==> config.mk <==
export PLATFORM = sky130hd
export DESIGN_NAME = vga_frame_receiver
export DESIGN_NICKNAME = d
export VERILOG_FILES = /design/src/rtl/vga_rx_pkg.sv /design/src/rtl/vga_frame_receiver_sync_edge_detect.sv /design/src/rtl/vga_frame_receiver.sv
export SDC_FILE = /design/constraint.sdc
export NUM_CORES = 1
export LEC_CHECK = 0
export BUFFER_PORTS_ARGS = -buffer_cell sky130_fd_sc_hd__buf_2
export CAP_MARGIN = 20
export CORE_ASPECT_RATIO = 0.8
export CORE_MARGIN = 2
export CORE_UTILIZATION = 52
export CTS_CLUSTER_DIAMETER = 150
export DETAILED_ROUTE_END_ITERATION = 12
export PLACE_DENSITY = 0.78
export SETUP_SLACK_MARGIN = 0.1
export SYNTH_ARGS = -nofsm -noshare
export SYNTH_HDL_FRONTEND = slang
export SYNTH_SLANG_ARGS = --single-unit
==> constraint.sdc <==
create_clock -name vga_clk -period 6.6 [get_ports vga_clk]
set_input_delay 1.65 -clock vga_clk [delete_from_list [all_inputs] [get_ports vga_clk]]
set_output_delay 1.65 -clock vga_clk [all_outputs]
set_load 0.1 [all_outputs]
==> src/rtl/vga_rx_pkg.sv <==
// vga_rx_pkg: receiver state type and default 640x480 timing constants shared with video_sync_generator
package vga_rx_pkg;
  typedef enum logic [1:0] {SEARCH, MEASURE, LOCKED} state_e;
  localparam int H_ACTIVE_DEF = 640;
  localparam int V_ACTIVE_DEF = 480;
  localparam int LOCK_FRAMES_DEF = 2;
  localparam int VS_TIMEOUT_DEF = 420000;
  localparam int ADDR_W_DEF = 19;
  function automatic logic [9:0] sat_inc10(input logic [9:0] v);
    return &v ? v : v + 10'd1;
  endfunction
endpackage

==> src/rtl/vga_frame_receiver_sync_edge_detect.sv <==
// sync_edge_detect: registers the VGA pins once (s1) and flags falling edges of HS, VS and blank_n (s1 vs s2)
module sync_edge_detect (
  input  logic        clk,
  input  logic        rst,
  input  logic        hs_i,
  input  logic        vs_i,
  input  logic        blank_n_i,
  input  logic [23:0] bgr_i,
  output logic        blank_n_o,
  output logic [23:0] bgr_o,
  output logic        hs_fall_o,
  output logic        vs_fall_o,
  output logic        blank_fall_o
);
  // {hs, vs, blank_n}; syncs idle high so reset release never looks like an edge
  logic [2:0]  s1_q, s2_q;
  logic [23:0] bgr_q;
  always_ff @(posedge clk or posedge rst)
    if (rst) begin
      s1_q  <= 3'b110;
      s2_q  <= 3'b110;
      bgr_q <= '0;
    end else begin
      s1_q  <= {hs_i, vs_i, blank_n_i};
      s2_q  <= s1_q;
      bgr_q <= bgr_i;
    end
  assign {hs_fall_o, vs_fall_o, blank_fall_o} = ~s1_q & s2_q;
  assign blank_n_o = s1_q[0];
  assign bgr_o = bgr_q;
endmodule

==> src/rtl/vga_frame_receiver.sv <==
// vga_frame_receiver: recovers pixel position from VGA timing, locks on matching frames and emits linear frame-buffer writes
module vga_frame_receiver import vga_rx_pkg::*; #(
  parameter int H_ACTIVE    = H_ACTIVE_DEF,
  parameter int V_ACTIVE    = V_ACTIVE_DEF,
  parameter int LOCK_FRAMES = LOCK_FRAMES_DEF,
  parameter int VS_TIMEOUT  = VS_TIMEOUT_DEF,
  parameter int ADDR_W      = ADDR_W_DEF
) (
  input  logic              vga_clk,
  input  logic              reset,
  input  logic              HS,
  input  logic              VS,
  input  logic              blank_n,
  input  logic [23:0]       bgr_in,
  output logic              locked,
  output logic              frame_start,
  output logic              wr_en,
  output logic [ADDR_W-1:0] wr_addr,
  output logic [23:0]       wr_data,
  output logic [9:0]        meas_h,
  output logic [9:0]        meas_v,
  output logic              sync_err
);
  localparam logic [ADDR_W-1:0] PIX = ADDR_W'(H_ACTIVE * V_ACTIVE);
  localparam int WD_W  = $clog2(VS_TIMEOUT + 1);
  localparam int CNT_W = $clog2(LOCK_FRAMES + 1);
  logic              blank_s1, hs_fall, vs_fall, blank_fall;
  logic [23:0]       bgr_s1;
  state_e            state_q, state_d;
  logic [CNT_W-1:0]  cnt_q, cnt_d;
  logic [WD_W-1:0]   wd_q, wd_d;
  logic [9:0]        x_q, x_d, y_q, y_d, w_q, w_d, x_base, meas_h_q, meas_v_q;
  logic [ADDR_W-1:0] addr_q, addr_d, a_base, wr_addr_q, wr_addr_d;
  logic [23:0]       wr_data_q, wr_data_d;
  logic              bad_q, bad_d, ovf_q, ovf_d, wr_en_q, wr_en_d, fs_q, err_q, err_d;
  logic              line_end, pix_ok, good, wd_sat, timeout;
  sync_edge_detect u_sync (
    .clk          (vga_clk),
    .rst          (reset),
    .hs_i         (HS),
    .vs_i         (VS),
    .blank_n_i    (blank_n),
    .bgr_i        (bgr_in),
    .blank_n_o    (blank_s1),
    .bgr_o        (bgr_s1),
    .hs_fall_o    (hs_fall),
    .vs_fall_o    (vs_fall),
    .blank_fall_o (blank_fall)
  );
  always_comb begin
    // a line whose blanking never drops is still closed by its HS edge
    line_end  = (blank_fall | (hs_fall & |x_q)) & ~vs_fall;
    x_base    = (vs_fall | line_end) ? '0 : x_q;
    x_d       = blank_s1 ? sat_inc10(x_base) : x_base;
    y_d       = vs_fall ? '0 : line_end ? sat_inc10(y_q) : y_q;
    w_d       = line_end ? x_q : w_q;
    bad_d     = ~vs_fall & (bad_q | (line_end & (x_q != 10'(H_ACTIVE))));
    a_base    = vs_fall ? '0 : addr_q;
    pix_ok    = blank_s1 & (a_base < PIX);
    addr_d    = pix_ok ? a_base + ADDR_W'(1) : a_base;
    ovf_d     = (~vs_fall & ovf_q) | (blank_s1 & ~pix_ok);
    good      = (y_q == 10'(V_ACTIVE)) & ~bad_q & ~ovf_q;
    wd_sat    = wd_q == WD_W'(VS_TIMEOUT);
    timeout   = wd_sat & ~vs_fall;
    wd_d      = vs_fall ? '0 : wd_sat ? wd_q : wd_q + WD_W'(1);
    wr_en_d   = (state_q == LOCKED) & pix_ok;
    wr_addr_d = wr_en_d ? a_base : wr_addr_q;
    wr_data_d = wr_en_d ? bgr_s1 : wr_data_q;
    state_d   = state_q;
    cnt_d     = cnt_q;
    err_d     = 1'b0;
    if (timeout) begin
      state_d = SEARCH;
      cnt_d   = '0;
    end else if (vs_fall && state_q == SEARCH) begin
      state_d = MEASURE;
      cnt_d   = '0;
    end else if (vs_fall && state_q == MEASURE) begin
      cnt_d   = good ? cnt_q + CNT_W'(1) : '0;
      state_d = (good && cnt_q == CNT_W'(LOCK_FRAMES - 1)) ? LOCKED : MEASURE;
    end else if (vs_fall && state_q == LOCKED && !good) begin
      state_d = MEASURE;
      cnt_d   = '0;
      err_d   = 1'b1;
    end
  end
  always_ff @(posedge vga_clk or posedge reset)
    if (reset) begin
      state_q   <= SEARCH;
      cnt_q     <= '0;
      wd_q      <= '0;
      x_q       <= '0;
      y_q       <= '0;
      w_q       <= '0;
      addr_q    <= '0;
      bad_q     <= 1'b0;
      ovf_q     <= 1'b0;
      wr_en_q   <= 1'b0;
      wr_addr_q <= '0;
      wr_data_q <= '0;
      fs_q      <= 1'b0;
      err_q     <= 1'b0;
      meas_h_q  <= '0;
      meas_v_q  <= '0;
    end else begin
      state_q   <= state_d;
      cnt_q     <= cnt_d;
      wd_q      <= wd_d;
      x_q       <= x_d;
      y_q       <= y_d;
      w_q       <= w_d;
      addr_q    <= addr_d;
      bad_q     <= bad_d;
      ovf_q     <= ovf_d;
      wr_en_q   <= wr_en_d;
      wr_addr_q <= wr_addr_d;
      wr_data_q <= wr_data_d;
      fs_q      <= vs_fall;
      err_q     <= err_d;
      meas_h_q  <= vs_fall ? w_q : meas_h_q;
      meas_v_q  <= vs_fall ? y_q : meas_v_q;
    end
  assign locked      = state_q == LOCKED;
  assign frame_start = fs_q;
  assign wr_en       = wr_en_q;
  assign wr_addr     = wr_addr_q;
  assign wr_data     = wr_data_q;
  assign meas_h      = meas_h_q;
  assign meas_v      = meas_v_q;
  assign sync_err    = err_q;
endmodule

# Yosys cells after proc, flatten, opt, wreduce, memory -nomap -nowiden
# Index checks and enable logic that the tools add are counted.
[word_totals] regBits=170 inputBits=29 output_inout_bits=67 word_cells=91
[op_classes] addsub=5 magnitude_cmp=1 n_eq_ne=8 muxes=24 bitwise_logic=21 reduce_logical=13
[ops] operator="2-to-1 mux 19 bit" n=4
[ops] operator="2-to-1 mux 10 bit" n=6
[ops] operator="adder 19 x 1 -> 19 bit, second input constant" n=2
[ops] operator="adder 10 x 1 -> 10 bit, second input constant" n=2
[ops] operator="2-to-1 mux 2 bit" n=10
[ops] operator="AND reduction 10 bit" n=2
[ops] operator="equality test 19 bit, second input constant" n=1
[ops] operator="less-than comparator 19 bit, second input constant" n=1
[ops] operator="AND 1 bit" n=11
[ops] operator="equality test 10 x 9 -> 1 bit, second input constant" n=1
[ops] operator="inequality test 10 bit, second input constant" n=1
[ops] operator="OR reduction 10 bit" n=1
[ops] operator="logical AND 1 bit" n=5
[ops] operator="equality test 2 x 1 -> 1 bit, second input constant" n=2
[ops] operator="2-to-1 mux 1 bit" n=4
[ops] operator="inequality test 2 bit, second input constant" n=2
[ops] operator="inverter 1 bit" n=4
[ops] operator="bitwise OR 1 bit" n=4
[ops] operator="nonzero test 4 bit" n=1
[ops] operator="AND 3 bit" n=1
[ops] operator="inverter 3 bit" n=1
[ops] operator="adder 2 x 1 -> 2 bit, second input constant" n=1
[ops] operator="equality test 2 bit, second input constant" n=1
[ops] operator="logical NOT 2 bit" n=1
[ops] operator="3 further kinds" n=3

# Logic depth before layout (Yosys ltp)
# Gate-level depths: netlist of the first run.
[depth] ltp_word=10 mapped_depth=12 ltp_nobuf=10

# Hierarchy
# A second synthesis of the first run with hierarchy kept.
[hier_totals] cells_unflattened=656 area_unflattened_um2=7125.6
[by_module_without_submodules] module="vga_frame_receiver" instances=1 cells_per_inst=622 area_each_um2=6324.8 seq_area_each_um2=3503.4
[by_module_without_submodules] module="sync_edge_detect" instances=1 cells_per_inst=34 area_each_um2=800.8 seq_area_each_um2=755.7

# Worst setup path before layout of the first run
# No wires, ideal clock.
[synth_timing] path_kind="register to output" startpoint="register state_q[0]" endpoint="output port locked" arrival_ps=1805 required_time_ps=4950 setup_slack_ps=3145 stages_incl_launch_ff=2 path_buffers=0 cell_sequence="dfrtp_1 nor2b_1"
[synth_between] elab_chain_len=1
[synth_lines] item="start: declaration" line="vga_frame_receiver.sv:29" text="state_e state_q, state_d;"
[synth_lines] item="start signal: assignment" line="vga_frame_receiver.sv:106" text="state_q <= state_d;"
[synth_lines] item="equality test 2 bit" line="vga_frame_receiver.sv:123" text="assign locked = state_q == LOCKED;"
[synth_lines] item="end: declaration" line="vga_frame_receiver.sv:15" text="output logic locked,"
# No other way between the ends.

# Worst setup path after layout of the first run
[layout_timing] startpoint="register state_q[1]" endpoint="output port locked"
# Same word-level chain as after synthesis.

==> results.md, run 1 <==
* TritonCTS clock tree: done
* First-pass GRT wire length at between 20 and 25 mm
* Fmax at approximately 0.29 GHz
* Worst path max stage delay at 520 ps
* WL per Instance at around 15 um
* CP Data Required Time at around 5000 ps
* RR Startpoint: u_sync.s1_q[1]
* Fin Clk Skew at 10.7 ps
* Total core area at around 13000 um2
* Reg2Reg Capture Point: wr_addr[1]
* Startpoint types: register
* Worst reg2reg setup slack at about 3200 ps
* Post-synth top flop: dfrtp_1
* Synthesized cell area at 7060 um2
* H-tree levels at 4
* CTS Root Cell: clkbuf_16
* Worst Hold Launch: u_sync.s1_q[2]
* Top-area cell type share of the netlist area at 0.588
* Ys async rst share at 1.00
* PwrDens at between 200 and 300 nW/um2
* Number of antenna violations at the first check in global routing at 0
* Largest net degree at the start of global routing at 120
* Max capacitance violation total at 0
* Syn Inst Count at between 600 and 700
* Cts hold-fix bufs at 0
* Layout area overhead at 17.3%
* Die H at approximately 110 um
* Die area at between 10000 and 15000 um2
* Crit Path Category: register to output port
* Antenna diodes at 0
* Via/cell ratio at between 5 and 6
* Synth cell count leaders: nand2_1 (183), dfrtp_1 (166), nor2_1 (57)
* Die W at 134 um
* Yosys warning count at 0
* Total CTS buffers at 17
* Arr. time, crit path at ~1800 ps
* Crit path max-delay cell type: buf_2
* Syn Area/Cell at 10.3 um2
* Routability Congestion at slightly below 0.9
* CTS resizes at 0
* CP cell instances: nor2b_1 -> buf_2
* Total power at around 2.4 mW
* Endpoints failing setup at 0
* Count of final hold-check violations at 0
* Cells on worst reg2reg path at 8
* Worst slew margin at 0.507
* Max FO, Critical Path at 5
* Synth area leader: dfrtp_1
* Yosys reg bits at between 150 and 200
* Least-Margin Pin Slew at between 700 and 800 ps
* Final wirelength at 14.7 mm
* Min-Delay Endpoint: u_sync.s2_q[2]
* Number of global-route vias before repair at 5026
* CP endpoint kind: output port
* Port-buffer cells at 95
* Final ANT Viol Nets at 0
* Seq/Total Area, Yosys at 0.603
* Worst min-delay path class: register to register
* 1st-iter DRT viols at ~470
* Final period utilization at 0.524
* Rows at 38
* Clk pin slew, worst setup/hold paths at around 70 ps
* Via count at 5218
* Synth area leaders: dfrtp_1 (59%), nand2_1 (9.7%), nor2_1 (3.0%)
* Leak pwr at between 4 and 5 nW
* DRT Pass-1 Iters at 6
* # clock sinks at 170
* DRC viols at 0
* Fill cell count at 1098
* Min Tclk post-route at roughly 3500 ps
* GR Overflow Total at 0
* HPWL after detailed placement at 9.59 mm
* Max-slew violation count at 0
* Share of layout cells above drive strength 1 at 0.218
* Clock Tree Buf Depth at 2
* Post-synth EDFFs at 0
* Setup_tns at 0 ps
* GRT Util Overall at 0.214
* Post-CTS Setup Bufs at 0
* Syn nets at approximately 700
* Status: completed
* Clock Latency Late Sink at approximately 430 ps
* Most frequent cell after synthesis: nand2_1
* # nets final at between 800 and 900
* Max VDD drop at approximately 0.23 mV
* Initial Util at 0.527
* IO Count at 96
* Number of library cell types mapped by synthesis at 58
* WHS Path Cells at 0
* RSZ-0062 raised after global routing: false
## stage by stage
step	hold slack (ps)	cells	area, um2	util	setup slack [ps]
2_1_floorplan	351	684	7060	-	353
3_3_place_gp	355	934	7660	0.571	2800
3_5_place_dp	357	934	7660	0.571	2650
4_1_cts	362	966	8240	0.615	2620
5_1_grt	363	968	8290	0.618	2930
6_report	359	968	8290	0.618	3140
## cell families after synthesis
kind of cell	share of synthesized area
multiplexers	0.0296
AO/OA/AOI/OAI	0.0561
adder cells (fa/ha/maj)	0.0124
XOR/XNOR	0.0459
flip-flops	0.603
buffers and inverters	0.0269
AND/OR/NAND/NOR	0.226
## report_power, final
part / internal [mW] / total, mW / switching, mW
clock: 0.538 / 0.962 / 0.424
sequential: 1.10 / 1.15 / 0.0491
combinational: 0.0745 / 0.270 / 0.196
total: 1.71 / 2.38 / 0.669
## sequential cells by signal (all words and copies together) (netlist names), 3 cells and up
| name | cells |
|---|---|
| addr_q | 19 |
| meas_v | 10 |
| u_sync.s1_q | 3 |
| y_q | 10 |
| w_q | 10 |
| wr_addr | 19 |
| meas_h | 10 |
| wd_q | 19 |
| u_sync.bgr_o | 24 |
| x_q | 10 |
| wr_data | 24 |
| u_sync.s2_q | 3 |
## worst max-delay path, delay by kind of cell (launching register included)
kind / cells / cell delay (ps)
simple gates: 1 / 450
buf+inv: 1 / 520
flops: 1 / 420
## area by class of cell
type	count	area [um2]	share of cell area
timing repair buffer	100	546	0.0658
tap	180	225	0.0272
sequential	170	4260	0.514
inverter	14	57.6	0.00694
multi-input combinational	472	2620	0.316
clock buffer	18	439	0.0530
clock inverter	14	139	0.0168
## cells in the final DEF, fill, tap and decap left out, types with 3 or more instances in the layout
master	synthesis	routed
nand4_1	17	17
clkinvlp_4	0	3
nor3_1	8	8
or4_1	3	3
o21ai_0	32	32
nor2_1	57	57
and3_1	9	9
buf_4	0	3
clkinv_4	0	4
or3_1	7	7
clkbuf_16	0	17
xnor2_1	15	15
buf_2	0	95
nand2b_1	5	4
nand3_1	23	22
inv_1	12	11
and4_1	4	4
xor2_1	22	22
mux2_2	15	15
and2_1	6	6
dfstp_2	4	4
mux2i_1	4	4
nor4b_1	3	3
ha_1	7	7
dfrtp_1	166	166
nand2_1	183	183
o211ai_1	6	6
a21oi_1	9	9
inv_6	0	5
## metal layers
metal | part of all wire | track usage | wire [um]
met5 | 0 | 0 | 0
met4 | 0.020 | 0.0722 | 289
met3 | 0.066 | 0.0605 | 971
met2 | 0.47 | 0.323 | 6910
met1 | 0.45 | 0.301 | 6550
## worst max path at each step
stage	endpoint	cells after the start	slack, ps	start
3_3_place_gp	wr_addr[0]	7	2800	u_sync.s1_q[1]
5_1_grt	x_q[8]	12	2930	u_sync.s1_q[1]
6_report	locked	2	3140	state_q[1]
4_1_cts	wr_addr[1]	7	2620	u_sync.s1_q[1]
2_1_floorplan	addr_q[0]	1	350	reset
3_5_place_dp	wr_addr[1]	7	2650	u_sync.s1_q[1]
Power figures use the tool's default switching activity.
==> run 2: changes to the inputs <==
--- a/config.mk
+++ b/config.mk
@@ -9,10 +9,10 @@
 export CAP_MARGIN = 20
 export CORE_ASPECT_RATIO = 0.8
 export CORE_MARGIN = 2
-export CORE_UTILIZATION = 52
+export CORE_UTILIZATION = 57
 export CTS_CLUSTER_DIAMETER = 150
 export DETAILED_ROUTE_END_ITERATION = 12
-export PLACE_DENSITY = 0.78
+export PLACE_DENSITY = 0.81
 export SETUP_SLACK_MARGIN = 0.1
 export SYNTH_ARGS = -nofsm -noshare
 export SYNTH_HDL_FRONTEND = slang
==> constraint.sdc (replaced) <==
create_clock -name vga_clk -period 3.5 [get_ports vga_clk]
set_input_delay 0.875 -clock vga_clk [delete_from_list [all_inputs] [get_ports vga_clk]]
set_output_delay 0.875 -clock vga_clk [all_outputs]
set_load 0.1 [all_outputs]
==> run 2 against run 1 <==
Total power up 100%. Die area down 8.5%. Combinational power up 89%. Wire length down 0.46%. Non-clock buffer count up 3. Register-to-register slack worse by 2900 ps. Clock skew down 3.2 ps.
==> results.md, run 2 (synthesis results as in run 1) <==
* Status: completed
* Fin Clk Skew at 7.54 ps
* GR peak layer: met2
* Number of antenna violations at the first check in global routing at 0
* Fmax at 0.313 GHz
* GRT Util Overall at 0.238
* TritonCTS clock tree: done
* Cells on worst reg2reg path at 9
* Final non-filler cell total at ~940
* WL per Instance at 15.5 um
* Worst slew margin at 0.408
* PwrDens at between 500 and 600 nW/um2
* M1 GR Usage at 0.315
* DRT Pass-1 Iters at 5
* Max FO, Critical Path at 4
* RR Startpoint: x_q[1]
* Fill cell count at between 800 and 900
* Via/cell ratio at 5.43
* Area of the multi-input gates at 2630 um2
* Largest net degree at the start of global routing at approximately 170
* Clock Tree Buf Depth at 2
* Routability Congestion at 0.905
* Worst path max stage delay at 710 ps
* Die area at roughly 13000 um2
* WHS Path Cells at 0
* Placed Instances at roughly 900
* Worst Hold Launch: u_sync.s1_q[1]
* Share of layout cells above drive strength 1 at 0.221
* Reg2Reg Capture Point: x_q[1]
* HPWL after detailed placement at around 9.6 mm
* Max capacitance violation total at 0
* Final period utilization at 0.914
* GR Overflow Total at 0
* Delay-heaviest family, CP: simple AND/OR/NAND/NOR gates
* Max VDD drop at 0.410 mV
* Endpoints failing setup at 0
* Total core area at ~12000 um2
* Crit path max-delay cell type: or4_2
* Total power at 4.75 mW
* Leak pwr at 4.16 nW
* Least-Margin Pin Slew at slightly below 900 ps
* 1st-iter DRT viols at 410
* Number of global-route vias before repair at roughly 5300
* Die H at around 100 um
* Register area at 4260 um2
* CP Data Required Time at between 3000 and 4000 ps
* Startpoint types: register
* # nets final at around 810
* Final ANT Viol Nets at 0
* CP cell instances: or4_2 -> o41a_1 -> nor3_2 -> and2_1 -> ha_1 -> nand3_1 -> or3_1 -> nand2_1 -> mux2_2
* Layout area overhead at 18.2%
* Most common cell after layout, fill and taps aside: nand2_1
* Met3 Resource Use GR at 0.0532
* Post-CTS Setup Bufs at 0
* DRC viols at 0
* Setup_tns at 0 ps
* Clock Latency Late Sink at 430 ps
* IO Count at 96
* Initial Util at 0.583
* Cts hold-fix bufs at 0
* Worst Path Buf+Inv at 0
* Worst reg2reg setup slack at about 300 ps
* Worst min-delay path class: register to register
* CTS Root Cell: clkbuf_16
* RSZ-0062 raised after global routing: false
* Max-slew violation count at 0
* H-tree levels at 4
* Final wirelength at approximately 15 mm
* Total CTS buffers at 17
* Die W at about 130 um
* Rows at 36
* Fin util at 0.689
* CTS resizes at 0
* Min-Delay Endpoint: u_sync.s2_q[1]
* CP endpoint kind: register
* Port-buffer cells at 95
* First-pass GRT wire length at between 20 and 30 mm
* Antenna diodes at 0
* Min Tclk post-route at between 3000 and 4000 ps
* Met2 GRT Util at 0.382
* Crit Path Category: register to register
* Count of final hold-check violations at 0
* Via count at 5120
* # clock sinks at 170
* CP startpoint: x_q[1]
* Arr. time, crit path at 3510 ps
* Clk pin slew, worst setup/hold paths at roughly 60 ps
* Commonest non-fill, non-tap cells in the layout: nand2_1 (183), dfrtp_1 (166), buf_2 (95)
## run 2: changes by cell type in the layout (fill, tap and decap cells not counted), sizes merged
cell	before	now
inv	18	12
bufinv	1	5
clkbuf	18	22
buf	100	103
clkinv	6	4
## run 2: how the worst max path moves through the flow
stage	cells past startpoint	slack (ps)	endpoint
after global placement	10	410	x_q[8]
after detailed placement	9	300	x_q[1]
after floorplan	10	420	x_q[1]
final	9	300	x_q[1]
after CTS	10	270	x_q[8]
after global routing	9	120	x_q[1]
## run 2: metal layers
metal / routed length [um] / vias to the layer above
li1: - / 2471
met1: 6410 / 2520
met2: 7410 / 105
met3: 528 / 24
met4: 298 / 0
met5: 0 / -
## run 2: area by class of cell
cell class,count,share of cell area
repair buffers,103,0.0656
clock inverters,10,0.0225
flip-flops and latches,170,0.510
multi-input cells,472,0.314
well taps,152,0.0228
inverters,14,0.00674
clock buffers,22,0.0580
## run 2: through the flow
step	worst slack, ps	area [um2]	hold WS, ps
2_1_floorplan	418	7070	351
3_3_place_gp	410	7680	354
3_5_place_dp	297	7680	357
4_1_cts	274	8350	366
5_1_grt	119	8350	370
6_report	301	8350	364
## run 2: report_power, final
| group | switching, mW | internal (mW) |
|---|---|---|
| combinational | 0.368 | 0.143 |
| sequential | 0.0830 | 2.07 |
| clock | 0.743 | 1.34 |
==> run 3: changes to the inputs <==
--- a/config.mk
+++ b/config.mk
@@ -7,7 +7,7 @@
 export LEC_CHECK = 0
 export BUFFER_PORTS_ARGS = -buffer_cell sky130_fd_sc_hd__buf_2
 export CAP_MARGIN = 20
-export CORE_ASPECT_RATIO = 0.8
+export CORE_ASPECT_RATIO = 0.75
 export CORE_MARGIN = 2
 export CORE_UTILIZATION = 57
 export CTS_CLUSTER_DIAMETER = 150
==> run 3 against run 2 <==
Clock-buffer cell count fell by 1. Die area barely moved. Critical path depth rose by 1. Hold slack worse by 0.96 ps. Global-route usage grew 0.39 points. Sequential share of layout area is 0.10 points higher. Flip-flop and latch count did not move. Design area decreased by 0.19%. Critical path type unchanged.
==> results.md, run 3 (synthesis results as in run 1) <==
* Status: completed
* Die H at 100 um
* Count of final hold-check violations at 0
* RR Startpoint: x_q[1]
* Reg2Reg Capture Point: x_q[8]
* Total core area at between 10000 and 15000 um2
* Design area at approximately 8300 um2
* DRT Pass-1 Iters at 5
* Largest net degree at the start of global routing at 122
* Post-CTS Setup Bufs at 0
* IO Count at 96
* Total power at approximately 4.6 mW
* Clock Latency Late Sink at approximately 430 ps
* WHS Path Cells at 0
* First-pass GRT wire length at about 25 mm
* Worst slew margin at 0.494
* GRT Util Overall at 0.242
* HPWL after detailed placement at about 10 mm
* Rows at 35
* Worst Hold Launch: u_sync.s1_q[1]
* # clock sinks at 170
* CP Data Required Time at about 3800 ps
* Final Hold Slack at between 300 and 400 ps
* Final wirelength at approximately 16 mm
* Leak pwr at 4.13 nW
* Startpoint types: register
* RSZ-0062 raised after global routing: false
* CTS Root Cell: clkbuf_16
* Initial Util at 0.580
* H-tree levels at 4
* Area of the multi-input gates at around 2600 um2
* Least-Margin Pin Slew at roughly 750 ps
* Clk pin slew, worst setup/hold paths at about 60 ps
* GR Overflow Total at 0
* Crit Path Category: register to register
* TritonCTS clock tree: done
* Final ANT Viol Nets at 0
* Arr. time, crit path at approximately 3600 ps
* Fin Clk Skew at approximately 9.3 ps
* Cells on worst reg2reg path at 10
* Die area at ~13000 um2
* Die W at between 100 and 150 um
* Total CTS buffers at 17
* Cts hold-fix bufs at 0
* CTS resizes at 0
* Number of global-route vias before repair at roughly 5200
* Max-slew violation count at 0
* Via/cell ratio at 5.59
* Worst min-delay path class: register to register
* Layout area overhead at 18.0%
* Worst reg2reg setup slack at ~200 ps
* DRC viols at 0
* Max FO, Critical Path at 5
* Number of antenna violations at the first check in global routing at 0
* Routability Congestion at between 0.9 and 1
* Most common cell after layout, fill and taps aside: nand2_1
* Antenna diodes at 0
* Setup_tns at 0 ps
* Max VDD drop at between 0.4 and 0.5 mV
* Port-buffer cells at between 90 and 100
* Final non-filler cell total at roughly 960
* Min-Delay Endpoint: u_sync.s2_q[1]
* Fmax at 0.303 GHz
* WL per Instance at approximately 16 um
* Clock Tree Buf Depth at 2
* Via count at roughly 5400
* Final worst slack at a little over 200 ps
* CP endpoint kind: register
* Share of layout cells above drive strength 1 at 0.221
* Pre-CTS setup slack at 179 ps
* 1st-iter DRT viols at 450
* Fin util at 0.685
* # nets final at 815
* Fill cell count at a little under 900
* Commonest non-fill, non-tap cells in the layout: nand2_1 (183), dfrtp_1 (166), buf_2 (95)
* Final period utilization at 0.942
* Endpoints failing setup at 0
* Max capacitance violation total at 0
* Min Tclk post-route at 3300 ps
* Post-DP Area at roughly 7700 um2
* Register area at approximately 4300 um2
* Placed Instances at just over 900
* PwrDens at 558 nW/um2
==> run 3: layout make-up <==
type,count,share of cell area
Sequential cell,170,0.511
Multi-Input combinational cell,472,0.316
Timing Repair Buffer,104,0.0667
Clock buffer,21,0.0540
Tap cell,166,0.0249
Clock inverter,11,0.0203
Inverter,14,0.00676
==> run 3: how the worst max path moves through the flow <==
stage / endpoint / cells after the start / slack (ps) / startpoint
global placement: x_q[8] / 10 / 440 / x_q[1]
finish: x_q[8] / 10 / 200 / x_q[1]
CTS: x_q[8] / 10 / 150 / x_q[1]
global route: x_q[8] / 10 / 120 / x_q[1]
floorplan: x_q[1] / 10 / 420 / x_q[1]
detailed placement: x_q[8] / 10 / 180 / x_q[1]
==> run 3: power breakdown <==
| part | switching (mW) | leakage [nW] | internal [mW] | total [mW] |
|---|---|---|---|---|
| sequential | 0.0840 | 2.27 | 2.07 | 2.15 |
| clock | 0.767 | 0.290 | 1.21 | 1.98 |
| combinational | 0.369 | 1.57 | 0.145 | 0.513 |
==> run 3: metal layers <==
layer,up-vias,part of all wire,global-route usage
met4,0,0.023,0.103
met1,2678,0.43,0.321
li1,2476,-,-
met3,38,0.046,0.0515
met5,-,0,0
met2,162,0.50,0.395
==> run 3: worst max-delay path, stage by stage, from the launching register on <==
cell     delay (ps)
dfrtp_1         420
or4_2           700
o41a_1          390
nor3_4          240
and2_1          200
ha_1            190
and4_1          270
nor2b_2         250
and3_1          210
mux2i_1         270
nor2_1           60
